## src/rtl/div_iter_pkg.sv

```systemverilog
// Shared definitions for the iterative divider: FSM states, handshake levels and a
// helper that turns a possibly negative operand into its magnitude.
package div_iter_pkg;

    typedef enum logic [1:0] {
        DivFree   = 2'b00,
        DivByZero = 2'b01,
        DivOn     = 2'b10,
        DivEnd    = 2'b11
    } div_state_t;

    localparam logic        DivStart          = 1'b1;
    localparam logic        DivStop           = 1'b0;
    localparam logic        DivResultReady    = 1'b1;
    localparam logic        DivResultNotReady = 1'b0;
    localparam logic [31:0] ZeroWord          = 32'h0000_0000;
    localparam int          DivSteps          = 32;

    // Negative values only exist in signed mode; unsigned operands pass through untouched.
    function automatic logic [31:0] magnitude(input logic [31:0] value, input logic is_signed);
        return (is_signed && value[31]) ? (~value + 32'd1) : value;
    endfunction

endpackage

```

## src/rtl/div_iter.sv

```systemverilog
// Iterative 32/32 restoring divider: one shift-subtract step per clock, optional
// two's-complement handling, result {remainder, quotient} held while start_i stays high.
module div_iter
    import div_iter_pkg::*;
(
    input  logic        rst,
    input  logic        clk,
    input  logic        signed_div_i,
    input  logic [31:0] opdata1_i,
    input  logic [31:0] opdata2_i,
    input  logic        start_i,
    input  logic        annul_i,
    output logic [63:0] result_o,
    output logic        ready_o
);

    div_state_t  state;
    logic [5:0]  cnt;
    logic [64:0] dividend;
    logic [31:0] divisor;
    logic        neg_quot;
    logic        neg_rem;

    logic [64:0] shifted;
    logic [32:0] trial;
    logic [64:0] stepped;
    logic [31:0] quot_fix;
    logic [31:0] rem_fix;

    // dividend[64:32] is the partial remainder, dividend[31:0] collects quotient bits.
    always_comb begin
        shifted  = {dividend[63:0], 1'b0};
        trial    = shifted[64:32] - {1'b0, divisor};
        stepped  = trial[32] ? shifted : {trial, shifted[31:1], 1'b1};
        quot_fix = neg_quot ? (~stepped[31:0] + 32'd1) : stepped[31:0];
        rem_fix  = neg_rem ? (~stepped[63:32] + 32'd1) : stepped[63:32];
    end

    always_ff @(posedge clk or posedge rst) begin
        if (rst) begin
            state    <= DivFree;
            cnt      <= '0;
            dividend <= '0;
            divisor  <= '0;
            neg_quot <= 1'b0;
            neg_rem  <= 1'b0;
            result_o <= '0;
            ready_o  <= DivResultNotReady;
        end else begin
            case (state)
                DivFree: begin
                    result_o <= '0;
                    ready_o  <= DivResultNotReady;
                    if (start_i == DivStart && !annul_i) begin
                        cnt      <= '0;
                        dividend <= {33'd0, magnitude(opdata1_i, signed_div_i)};
                        divisor  <= magnitude(opdata2_i, signed_div_i);
                        neg_quot <= signed_div_i && (opdata1_i[31] ^ opdata2_i[31]);
                        neg_rem  <= signed_div_i && opdata1_i[31];
                        state    <= (opdata2_i == ZeroWord) ? DivByZero : DivOn;
                    end
                end
                DivByZero: begin
                    dividend <= '0;
                    state    <= DivEnd;
                end
                DivOn: begin
                    if (annul_i || start_i == DivStop) begin
                        state    <= DivFree;
                        cnt      <= '0;
                        result_o <= '0;
                        ready_o  <= DivResultNotReady;
                    end else if (cnt == 6'(DivSteps - 1)) begin
                        // Last step also applies the sign fix-up so DivEnd only has to publish it.
                        dividend <= {1'b0, rem_fix, quot_fix};
                        cnt      <= '0;
                        state    <= DivEnd;
                    end else begin
                        dividend <= stepped;
                        cnt      <= cnt + 6'd1;
                    end
                end
                DivEnd: begin
                    if (start_i == DivStart) begin
                        result_o <= dividend[63:0];
                        ready_o  <= DivResultReady;
                    end else begin
                        state    <= DivFree;
                        result_o <= '0;
                        ready_o  <= DivResultNotReady;
                    end
                end
                default: state <= DivFree;
            endcase
        end
    end

endmodule

```

## config.mk

```make
export PLATFORM = sky130hd
export DESIGN_NAME = div_iter
export DESIGN_NICKNAME = d
export VERILOG_FILES = /design/src/rtl/div_iter_pkg.sv /design/src/rtl/div_iter.sv
export SDC_FILE = /design/constraint.sdc
export NUM_CORES = 1
export LEC_CHECK = 0
export CAP_MARGIN = 20
export CORE_ASPECT_RATIO = 0.5
export CORE_MARGIN = 2
export CORE_UTILIZATION = 55
export CTS_CLUSTER_DIAMETER = 60
export CTS_CLUSTER_SIZE = 28
export DETAILED_ROUTE_END_ITERATION = 7
export DONT_BUFFER_PORTS = 1
export MAX_ROUTING_LAYER = met4
export PLACE_DENSITY = 0.8
export SLEW_MARGIN = 20
export SYNTH_ARGS = -nofsm -noshare
export SYNTH_HDL_FRONTEND = slang
export SYNTH_SLANG_ARGS = --single-unit
```

## constraint.sdc

```tcl
create_clock -name clk -period 5.1 [get_ports clk]
set_clock_uncertainty 0.1 [all_clocks]
set_input_delay 0 -clock clk [delete_from_list [all_inputs] [get_ports clk]]
set_output_delay 0 -clock clk [all_outputs]
set_load 0.03 [all_outputs]
```

# Word level (Yosys, flattened, before mapping)
# Index checks and enable logic that the tools add are counted.
[word_totals] output_inout_bits=65 wordCells=70 register_bits=171
[classes] add_sub_neg=6 eq_ne=9 bitwise=6 n_mux=25 reduce_logical=16
[op_table] operator="$mux 64" n=6
[op_table] operator="$pmux 64 s3" n=2
[op_table] operator="$add 32x1->32 const B" n=4
[op_table] operator="$mux 32" n=4
[op_table] operator="$not 32->32" n=4
[op_table] operator="$sub 33x32->33" n=1
[op_table] operator="$logic_not 32->1" n=1
[op_table] operator="$mux 6" n=3
[op_table] operator="$pmux 6 s2" n=1
[op_table] operator="$mux 2" n=5
[op_table] operator="$ne 2x2->1 const B" n=4
[op_table] operator="$pmux 2 s4" n=1
[op_table] operator="$add 6x1->6 const B" n=1
[op_table] operator="$eq 6x5->1 const B" n=1
[op_table] operator="$reduce_and 2->1" n=3
[op_table] operator="$reduce_and 3->1" n=2
[op_table] operator="$reduce_bool 3->1" n=2
[op_table] operator="$eq 2x2->1 const B" n=2
[op_table] operator="$logic_and 1x1->1" n=4
[op_table] operator="$ne 3x3->1 const B" n=1
[op_table] operator="$pmux 1 s3" n=1
[op_table] operator="$eq 2x1->1 const B" n=1
[op_table] operator="$logic_not 2->1" n=1
[op_table] operator="$mux 1" n=2
[op_table] operator="other kinds (5)" n=5

# Longest topological paths before layout
[depth] ltp_word=8 ltp_mapped=23 depth_no_buf=19

# Worst setup path after synthesis
# No wires, ideal clock.
[synth_path] kind="reg2reg" from="register dividend[31]" to="register dividend[30]" path_slack_ps=110 path_stages_with_launch=24 synth_period_minus_slack_ps=4990 t_arrival_ps=4772 setup_time_ps=119 cell_sequence="dfrtp_1 -> inv_1 -> ha_1 -> inv_1 -> fa_1 -> a21o_1 -> a221o_1 -> buf_6 -> a211oi_2 -> a211oi_2 -> nor3_4 -> nor2_8 -> inv_4 -> buf_2 -> buf_4 -> buf_2 -> ha_1 -> nand4_1 -> o41ai_1 -> o21a_1 -> o21ai_0 -> xnor2_1 -> o221ai_1 -> o21a_1"
[synth_via] elab_chain_len=8
[synth_rtl] item="start, declared" line_no="div_iter.sv:19" text="logic [64:0] dividend;"
[synth_rtl] item="start signal, assigned" line_no="div_iter.sv:56" text="dividend <= {33'd0, magnitude(opdata1_i, signed_div_i)};"
[synth_rtl] item="start signal, assigned" line_no="div_iter.sv:75" text="dividend <= {1'b0, rem_fix, quot_fix};"
[synth_rtl] item="start signal, assigned" line_no="div_iter.sv:79" text="dividend <= stepped;"
[synth_rtl] item="$sub 33x32->33" line_no="div_iter.sv:33" text="trial = shifted[64:32] - {1'b0, divisor};"
[synth_rtl] item="$mux 64" line_no="div_iter.sv:34" text="stepped = trial[32] ? shifted : {trial, shifted[31:1], 1'b1};"
[synth_rtl] item="$not 32->32" line_no="div_iter.sv:35" text="quot_fix = neg_quot ? (~stepped[31:0] + 32'd1) : stepped[31:0];"
[synth_rtl] item="$add 32x1->32" line_no="div_iter.sv:35"
[synth_rtl] item="$mux 32" line_no="div_iter.sv:35"
[synth_rtl] item="$mux 64" line_no="div_iter.sv:73" text="end else if (cnt == 6'(DivSteps - 1)) begin"
[synth_rtl] item="$mux 64" line_no="div_iter.sv:68" text="if (annul_i || start_i == DivStop) begin"
[synth_rtl] item="$pmux 64 s3" line_no="div_iter.sv:50" text="case (state)"
# No other way between the ends. The select of a mux whose other input is x is not followed.
# A chain may end at the register's enable or synchronous reset.

# Worst setup path after layout
[layout_path] from="register dividend[31]" to="register dividend[31]"
# Same word-level chain as after synthesis.

==> metrics.yaml <==
die-area_um2: 22800
clock.fmax_ghz: 0.2087
wl_met1_um: 15640
endpoint_kind: "flop"
status: "finished clean"
ys_seq_elements: 171
fp.coreArea_um2: 20830
slowest_stage: "dlygate4sd3_1"
synth_cell_type_count: 79
intPower_mw: 3.488
start_util: 0.5685
path_clk_slew_ps: 70
io_buffers: 0
cts_max_path_buffers: 2
switching_share: 0.4431
htree_levels: 4
wl_met3_um: 2716
overflow: 0
wl_per_cell_um: 20.85
synth_top_cell_area_share: 0.3613
place_area_um2: 12010
die_y_um: 107.8
synth_top_flop_cell: "dfrtp_1"
ant_nets: 0
grt_pass1_wl_um: 57860
critPathArrivalTime_ps: 4990
synth_area_um2: 11840
power_density_nw_per_um2: 460.7
async_flop_share: 1.000
ios: 134
antenna_found_initial: 0
crit_fanout: 7
synth_warnings: 0
finalCritPeriodShare: 0.9393
row_count: 37
num_vias: 10893
nets: 1527
cts_made_buffers: 17
grt_max_degree: 115
combPwrFrac: 0.437
fp.dieW_um: 211.5
pwr-share-seq: 0.340
tns_ps: 0
power.leakage_nw: 5.615
power_frac_clock: 0.222
r2r_slack_ps: 310
cts_sinks: 171
cp.required_ps: 5300
p_switching_mw: 2.775
area_growth_pct: 14.80
cp_cell_sequence: "inv_1, ha_1, inv_1, fa_1, a21o_1, a221o_1, a211oi_2, a211oi_2, nor3_4, buf_4, o211a_4, nand4_2, o41ai_2, xnor2_1, a221oi_1, dlygate4sd3_1, a21oi_1"
grt.total_usage: 0.3323
highest_layer: "met4"
max_slew_margin: 0.3261
hold-path-cell-count: 5
clk_latency_ps: 450
cp-start-kind: "flop"
grt_pass1_vias: 10755
total_power_mw: 6.263
syn_inst: 1360
rsz0062_at_grt: "no"
drive_gt1_frac: 0.05672
first_pass_iters: 5
max_stage_delay_ps: 580
crit_type: "flop to flop"
maxSlewViolCount: 0
ys_seq_area_frac: 0.3613
drv_cap: 0
drc: 0
hold_viol: 0
diodes: 0
hpwlAfterDp_um: 24470
setup_viol: 0
wl_met2_um: 16350
synth_top_area_cell: "dfrtp_1"
synth_area_per_cell_um2: 8.709
yosys-top-cells-area: "dfrtp_1 36%, xnor2_1 6.1%, a22o_1 5.3%"
wl_um: 35470
root_buffer: "clkbuf_16"
min_path_type: "input pin to flop"
drt_iter0_markers: 946
synth_edf_count: 0
cts_tree: "built"
finalCriticalPeriod_ps: 4790
synth_nets: 1472
worst_pin_slew_ps: 1008
via_per_inst: 6.404
gp_congestion: 0.9296
ff2ff_path_depth: 17
final_cell_area_um2: 13600
ir_drop_mv: 0.2532
final cells by class:
type | count | area, um^2
tap | 273 | 341.6
inverter | 54 | 212.7
clock buffer | 18 | 429.2
clock inverter | 14 | 183.9
timing repair buffer | 111 | 1069
multi-input combinational | 1060 | 7082
sequential | 171 | 4279
fill | 1672 | 7236
final timing paths:
| kind | to | from |
|---|---|---|
| worst min-delay path | dividend[4] | opdata1_i[3] |
| worst min register to register | divisor[28] | divisor[28] |
| worst max-delay path | dividend[31] | dividend[31] |
| max in group asynchronous | result_o[47] | rst |
| min in group asynchronous | result_o[1] | rst |
| worst max register to register | dividend[31] | dividend[31] |
state kept, by name, summed over array words and instances (netlist names):
register and cells:
result_o 64, state 2, ready_o 1, cnt 6
divisor 32, neg_rem 1, dividend 64, neg_quot 1
worst max-delay path: cells and delay by family (launching register included):
kind / cells / cell delay (ps)
XOR/XNOR: 1 / 110
flip-flops: 1 / 450
buffers and inverters: 4 / 940
AO/OA/AOI/OAI: 8 / 2050
adder cells (fa/ha/maj): 2 / 570
AND/OR/NAND/NOR: 2 / 430
synth_stat cells, types with 6 or more instances:
cell type	n
a21o_1	8
a21oi_1	95
a22o_1	71
a31oi_1	13
and2_1	12
and3_1	8
buf_1	7
clkbuf_1	59
dfrtp_1	171
ha_1	42
inv_1	53
mux2i_1	29
nand2_1	153
nand2b_1	8
nand3_1	13
nand4_1	16
nor2_1	89
nor2b_1	8
nor3_1	29
nor4_1	18
o211ai_1	6
o21a_1	30
o21ai_0	109
o21ai_1	19
o221ai_1	25
o31ai_1	22
o41ai_1	8
or3_1	7
or4_1	7
xnor2_1	82
xor2_1	64
per-layer routing:
| layer | GRT usage | vias to the layer above |
|---|---|---|
| met3 | 0.06243 | 57 |
| met2 | 0.5200 | 453 |
| met5 | - | - |
| met1 | 0.4400 | 5325 |
| met4 | 0.1046 | 0 |
| li1 | - | 5058 |
through the flow:
stage	utilization	hold slack, ps	setup slack [ps]	instances
final	0.6527	7.500	309.5	1701
after detailed placement	0.5766	63.18	372.6	1573
after CTS	0.6512	4.612	289.5	1699
after global placement	0.5766	45.73	568.9	1573
after floorplan	-	36.05	109.6	1360
after global routing	0.6527	59.53	44.66	1701
cells by family after synthesis:
logic type | count (synthesis) | synth area share
buffers and inverters | 129 | 0.04342
DFF | 171 | 0.3613
and+or+nand+nor | 386 | 0.1541
muxes | 31 | 0.02736
AOI/OAI and AO/OA | 454 | 0.2598
adders and majority gates | 43 | 0.04606
xor gates and xnor gates | 146 | 0.1080
repair_timing:
| action | CTS | global route |
|---|---|---|
| resized for setup | 0 | 1 |
| setup endpoints to repair | 0 | 2 |
| hold buffers | 94 | 0 |
| setup buffers | 0 | 2 |
| endpoints found under the hold margin | 205 | 0 |
power by group through the flow:
stage               sequential (mW)  clock, mW  combinational, mW
finish                         2.13       1.39               2.74
CTS                            2.12       1.41               2.69
global route                   2.18       1.46               3.03
detailed placement             2.15          0               2.58
global placement               2.13          0               2.52
floorplan                      2.02          0               2.05
cells in the final DEF, fill, tap and decap left out, types with 42 or more instances in the layout:
cell           instances
dfrtp_1              171
ha_1                  42
o21ai_0              109
xor2_1                64
dlygate4sd3_1         94
nand2_1              152
inv_1                 52
nor2_1                88
xnor2_1               82
a22o_1                71
a21oi_1               94
(Power assumes the default switching activity.)
